[config.mk]
export PLATFORM = sky130hd
export DESIGN_NAME = cr2_toggle_counter
export DESIGN_NICKNAME = d
export VERILOG_FILES = /design/src/rtl/cr2_toggle_counter.sv
export SDC_FILE = /design/constraint.sdc
export NUM_CORES = 1
export LEC_CHECK = 0
export ABC_AREA = 1
export BUFFER_PORTS_ARGS = -buffer_cell sky130_fd_sc_hd__clkbuf_2
export CAP_MARGIN = 10
export CORE_AREA = 3 3 40 42
export DETAILED_ROUTE_END_ITERATION = 6
export DIE_AREA = 0 0 43 45
export GPL_ROUTABILITY_DRIVEN = 0
export PLACE_DENSITY_LB_ADDON = 0.2
export SLEW_MARGIN = 20
export SYNTH_ARGS = -nofsm -noshare
export SYNTH_HDL_FRONTEND = slang
export SYNTH_SLANG_ARGS = --single-unit
[constraint.sdc]
create_clock -name C -period 1.55 [get_ports C]
set_clock_uncertainty 0.05 [all_clocks]
set_input_delay 0 -clock C [delete_from_list [all_inputs] [get_ports C]]
set_output_delay 0 -clock C [all_outputs]
set_load 0.005 [all_outputs]
[src/rtl/cr2_toggle_counter.sv]
// Modulo-MODULUS up/down counter whose state is written only as Q <= Q ^ T.
// Optional build macro CR2_TCNT_SATURATE_EN: block steps at the terminal value instead of wrapping.
module cr2_toggle_counter #(
  parameter int WIDTH   = 4,
  parameter int MODULUS = 2**WIDTH
) (
  input  logic             C,
  input  logic             R,
  input  logic             CE,
  input  logic             UP,
  input  logic             LD,
  input  logic [WIDTH-1:0] D,
  output logic [WIDTH-1:0] Q,
  output logic [WIDTH-1:0] T,
  output logic             WRAP
);

  localparam int              TERM_I = MODULUS - 1;
  localparam logic [WIDTH-1:0] TERM  = TERM_I[WIDTH-1:0];
  localparam bit              POW2   = (MODULUS == (2**WIDTH));
`ifdef CR2_TCNT_SATURATE_EN
  localparam bit              SATURATE = 1'b1;
`else
  localparam bit              SATURATE = 1'b0;
`endif

  generate
    if (WIDTH < 1 || MODULUS < 2 || MODULUS > 2**WIDTH) begin : g_bad_param
      $error("cr2_toggle_counter: illegal WIDTH/MODULUS combination");
    end
  endgenerate

  logic [WIDTH-1:0] r_q;
  logic             r_wrap;

  logic [WIDTH:0]   w_inc;
  logic [WIDTH:0]   w_dec;
  logic             w_at_top;
  logic             w_at_bot;
  logic             w_at_edge;
  logic [WIDTH-1:0] w_ld_val;
  logic [WIDTH-1:0] w_step;
  logic [WIDTH-1:0] w_next;
  logic             w_wrap_next;

  // Power-of-two ranges detect the terminal from the carry/borrow bit of a WIDTH+1 adder.
  assign w_inc     = {1'b0, r_q} + {{WIDTH{1'b0}}, 1'b1};
  assign w_dec     = {1'b0, r_q} - {{WIDTH{1'b0}}, 1'b1};
  assign w_at_top  = POW2 ? w_inc[WIDTH] : (r_q == TERM);
  assign w_at_bot  = POW2 ? w_dec[WIDTH] : (r_q == {WIDTH{1'b0}});
  assign w_at_edge = UP ? w_at_top : w_at_bot;
  assign w_ld_val  = (D > TERM) ? TERM : D;

  // Value reached by one enabled step in the current direction.
  always_comb begin
    w_step = r_q;
    if (UP) begin
      if (w_at_top) begin
        w_step = SATURATE ? r_q : {WIDTH{1'b0}};
      end else begin
        w_step = w_inc[WIDTH-1:0];
      end
    end else begin
      if (w_at_bot) begin
        w_step = SATURATE ? r_q : TERM;
      end else begin
        w_step = w_dec[WIDTH-1:0];
      end
    end
  end

  // Next-state selection with priority R > LD > CE.
  always_comb begin
    w_next      = r_q;
    w_wrap_next = 1'b0;
    if (R) begin
      w_next      = {WIDTH{1'b0}};
      w_wrap_next = 1'b0;
    end else if (LD) begin
      w_next      = w_ld_val;
      w_wrap_next = 1'b0;
    end else if (CE) begin
      w_next      = w_step;
      w_wrap_next = w_at_edge;
    end else begin
      w_next      = r_q;
      w_wrap_next = 1'b0;
    end
  end

  assign T = r_q ^ w_next;

  // Toggle-form state update; reset clears Q through T = Q, so only WRAP needs a reset branch.
  always_ff @(posedge C) begin
    r_q <= r_q ^ T;
    if (R) begin
      r_wrap <= 1'b0;
    end else begin
      r_wrap <= w_wrap_next;
    end
  end

  assign Q    = r_q;
  assign WRAP = r_wrap;

endmodule
# Word level (Yosys, flattened, before mapping)

Cells that the tools add are included.

Register bits: 5
Input bits: 9
Output and inout bits: 9
Logic and storage cells: 17

$add $sub $neg: 2
$lt $le $gt $ge: 1
Multiplexer cells: 8
Bitwise gates (word level): 3
Reductions and logical operators: 1

Operators with widths:

| operator                                          | number |
|---|---|
| 2-to-1 mux 4 bit                                  | 7 |
| bitwise XOR 4 bit                                 | 2 |
| adder 4 x 1 -> 5 bit (second input constant)      | 1 |
| subtractor 4 x 1 -> 5 bit (second input constant) | 1 |
| > comparator 4 bit (second input constant)        | 1 |
| OR reduction 3 bit                                | 1 |
| 2-to-1 mux 1 bit                                  | 1 |
| NOT 1 bit                                         | 1 |

# Logic depth before layout (Yosys ltp)

Word-level depth: 8
Gate-level depth with buffers: 11
Depth with buffers taken out: 11

# Least setup slack after synthesis

OpenSTA, ideal clock, no wires.

Kind: flip-flop to flip-flop
From: register r_q[0] (netlist: Q[0])
To: register r_q[1] (netlist: Q[1])
Data arrival time: 1.199 ns
Data required time: 1.390 ns
Setup slack: 0.190 ns
Stages on the path, launching flop included: 10
Cells stage by stage: dfxtp_1 > inv_1 > ha_1 > nor2_1 > nor2_1 > nand2_1 > o21ai_1 > nand2_1 > nand2_1 > inv_1

Cells in the longest elaborated chain, start to end: 8
Elaborated cells on any way between the ends: 10

RTL lines:

| element                                                           | line   | RTL |
|---|---|---|
| start, declared                                                   | 33     | `logic [WIDTH-1:0] r_q;` |
| start signal, assigned                                            | 95     | `r_q <= r_q ^ T;` |
| subtractor 4 x 1 -> 5 bit or adder 4 x 1 -> 5 bit (tied branches) | 48, 47 |  |
| 2-to-1 mux 4 bit, on equally long branches                        | 64, 58 |  |
| 2-to-1 mux 4 bit (*)                                              | 57     | `if (UP) begin` |
| 2-to-1 mux 4 bit (*)                                              | 82     | `end else if (CE) begin` |
| 2-to-1 mux 4 bit (*)                                              | 79     | `end else if (LD) begin` |
| 2-to-1 mux 4 bit (*)                                              | 76     | `if (R) begin` |
| bitwise XOR 4 bit (*)                                             | 91     | `assign T = r_q ^ w_next;` |
| bitwise XOR 4 bit (*)                                             | 95     |  |

Every way passes the cells marked *; elsewhere a longest branch is shown, timed or not.
A chain may end at the register's enable or synchronous reset.

# Worst setup path in the final report

From: register r_q[1] (netlist: Q[1])
To: output port T[1]

Cells in the longest elaborated chain, start to end: 7
Elaborated cells on any way between the ends: 9

RTL lines:

| element                                                           | line   | RTL |
|---|---|---|
| subtractor 4 x 1 -> 5 bit or adder 4 x 1 -> 5 bit (tied branches) | 48, 47 |  |
| 2-to-1 mux 4 bit, on equally long branches                        | 64, 58 |  |
| 2-to-1 mux 4 bit                                                  | 57     |  |
| 2-to-1 mux 4 bit                                                  | 82     |  |
| 2-to-1 mux 4 bit                                                  | 79     |  |
| 2-to-1 mux 4 bit                                                  | 76     |  |
| bitwise XOR 4 bit (*)                                             | 91     |  |
| end, declared                                                     | 14     | `output logic [WIDTH-1:0] T,` |

Marks and branches as above.

==> impl_metrics.ini <==
[route]
drt_first_pass_iters = 4
drt_iter0_drc = 4
routed_wl_um = 1310
wire_per_inst_um = 10.0
via_per_inst = 4.66
postRouteAntennaNets = 0
drc = 0
vias = 606

[synthesis]
synth_top_family_by_area = simple AND/OR/NAND/NOR gates
synth_cell_type_count = 16
synthAdderAreaFrac = 0.0557
ys_ff_latch = 5
synth_fp_nets = 92
syn_area_per_cell_um2 = 5.55
synth_area_um2 = 449
netlist_instances = 81
muxShareOfSynthArea = 0
yosysWarningCount = 0
synth_xor_area_frac = 0.0195
synth_compound_area_frac = 0.0696
synth-simple-area-share = 0.515
yosysSeqAreaShare = 0.223

[timing]
min_period_ps = 1570
fin_setup_tns_ps = -17.1
drv_slew = 0
max_freq_mhz = 638
layout_setup_ws_ps = -17.1
hold_viol_final = 0
tightest_slew_ps = 201
setup_viol = 1
slew_headroom = 0.866
rsz0062_at_grt = true
whs_ps = 18.2
period_share = 1.01

[clock_tree]
h-tree-depth = 1
cts-root-buf = clkbuf_4
clock_latency_ps = 240
cts_inserted_buffers = 3
cts_tree = done
numClockSinks = 5
clk_pin_slew_worst_paths_ps = 50
clk_path_buf_depth = 2

[layout]
area_delta_synth_final_pct = 67.4
final_cell_mix = nand2_1, clkbuf_2, nor2_1, buf_4
n_fill_cell = 135
drive_gt1_frac = 0.452
nNetsFinal = 127
n_antenna_cell = 0
final_common_cell = nand2_1

[critical_path]
crit_start = Q[1]
startpoint_type = flip-flop
r2r_end = Q[3]
cp-end-kind = output pin
crit_arrival_ps = 1520
cp.required_ps = 1500
cp_max_fo = 5
endpoint = T[1]
r2r-start = Q[1]
r2r_cells = 13
ff2ff_setup_slack_ps = 40
crit_type = reg -> out

[die]
die-width_um = 43
initial_utilization = 0.350
coreArea_mm2 = 0.00128
die_area_mm2 = 0.00194
dieHeight_um = 45
io_pins = 18
rows = 13

[min_path]
hp-class = in -> reg

[placement]
dpl.hpwl_um = 915
portBuffers = 17

[pwr]
power_switching_mw = 0.175
p_seq_frac = 0.314
p_int_mw = 0.338
p_comb_frac = 0.393
p_per_area_mw_per_mm2 = 682
total_leakage_power_nw = 0.402
p_sw_frac = 0.340
pwr-share-clk = 0.293
vdd_drop_max_mv = 0.481

[run_status]
violations = negative setup slack
status = complete, but fails checks

[run]
drv_cap = 0

[grt]
grt_pass1_wl_um = 2140
grt_pass1_vias = 491
grt.total_usage = 0.154
grt_start_max_net_pins = 8
antenna_found_initial = 0
gr-total-overflow = 0
-- flip-flops by register name, indices dropped and copies added, names as in the netlist --
| register | count |
|---|---|
| Q | 4 |
| WRAP | 1 |
-- cell usage after synthesis --
cell      number  area [um2]
nand4_1        2        12.5
a21oi_1        2        10.0
nor2_2         1        6.26
nand3_2        1        10.0
inv_2          3        11.3
nand3_1       10        50.1
o21ai_2        1        8.76
o21ai_1        1        5.00
xor2_1         1        8.76
ha_1           2        25.0
inv_1         11        41.3
nand2_2        1        6.26
nand2_1       24        90.1
a211oi_1       1        7.51
dfxtp_1        5         100
nor2_1        15        56.3
-- worst max-delay path: stages (launching register included) --
cell and delay (ps):
dfxtp_4 380, inv_4 50, ha_4 260, nor2_2 30, nor2_1 80, nand2_1 60, o21ai_1 60, nand2_1 70
nand2_1 80, nand2_1 50, nand2_1 50, clkbuf_2 100
-- cell families after synthesis --
| logic type | Yosys count |
|---|---|
| compound gates | 5 |
| simple gates | 54 |
| buf+inv | 14 |
| fa+ha+maj | 2 |
| flops | 5 |
| xor+xnor | 1 |
-- worst min path at each step --
| stage | start | endpoint | slack, ps | cells after the start |
|---|---|---|---|---|
| floorplan | D[0] | Q[0] | 100 | 2 |
| global placement | D[0] | Q[0] | 200 | 3 |
| detailed placement | D[0] | Q[0] | 200 | 3 |
| CTS | LD | WRAP | 10 | 4 |
| global route | LD | WRAP | 20 | 4 |
| finish | LD | WRAP | 20 | 4 |
-- through the flow --
step | total power, mW | cell area (um2) | util | worst slack (ps) | cells
3_5_place_dp | 0.310 | 576 | 0.448 | 104 | 116
4_1_cts | 0.505 | 719 | 0.560 | -24.3 | 129
2_1_floorplan | 0.247 | 449 | - | 190 | 81
6_report | 0.513 | 752 | 0.585 | -17.1 | 130
5_1_grt | 0.560 | 752 | 0.585 | -140 | 130
3_3_place_gp | 0.309 | 576 | 0.448 | 104 | 116
-- power groups by stage --
stage	logic, mW	registers [mW]	clock network (mW)
final	0.202	0.161	0.150
after global routing	0.225	0.163	0.173
after CTS	0.191	0.157	0.157
after detailed placement	0.154	0.156	0
after global placement	0.154	0.155	0
after floorplan	0.0919	0.155	0
-- layout make-up --
| cell class | instances | area [um2] | share of cell area |
|---|---|---|---|
| Multi-Input combinational cell | 62 | 354 | 0.471 |
| Inverter | 14 | 57.6 | 0.0765 |
| Clock buffer | 4 | 26.3 | 0.0349 |
| Sequential cell | 5 | 110 | 0.146 |
| Timing Repair Buffer | 30 | 185 | 0.246 |
| Tap cell | 15 | 18.8 | 0.0250 |
-- timing repair --
item                                    CTS  global route
hold buffers                              1             0
endpoints found under the setup margin    4             6
hold endpoints to repair                  1             0
gates cloned                              0             0
gates resized for setup                  14             9
setup buffers                             8             2
pin swaps                                 7             5
-- layer usage --
layer,part of all wire,global-route usage,wire length (um)
met1,0.41,0.173,538
met5,0,0,0
met3,0.076,0.0757,99
met4,0.0069,0.0542,9
met2,0.50,0.254,658
Power figures use the tool's default switching activity.
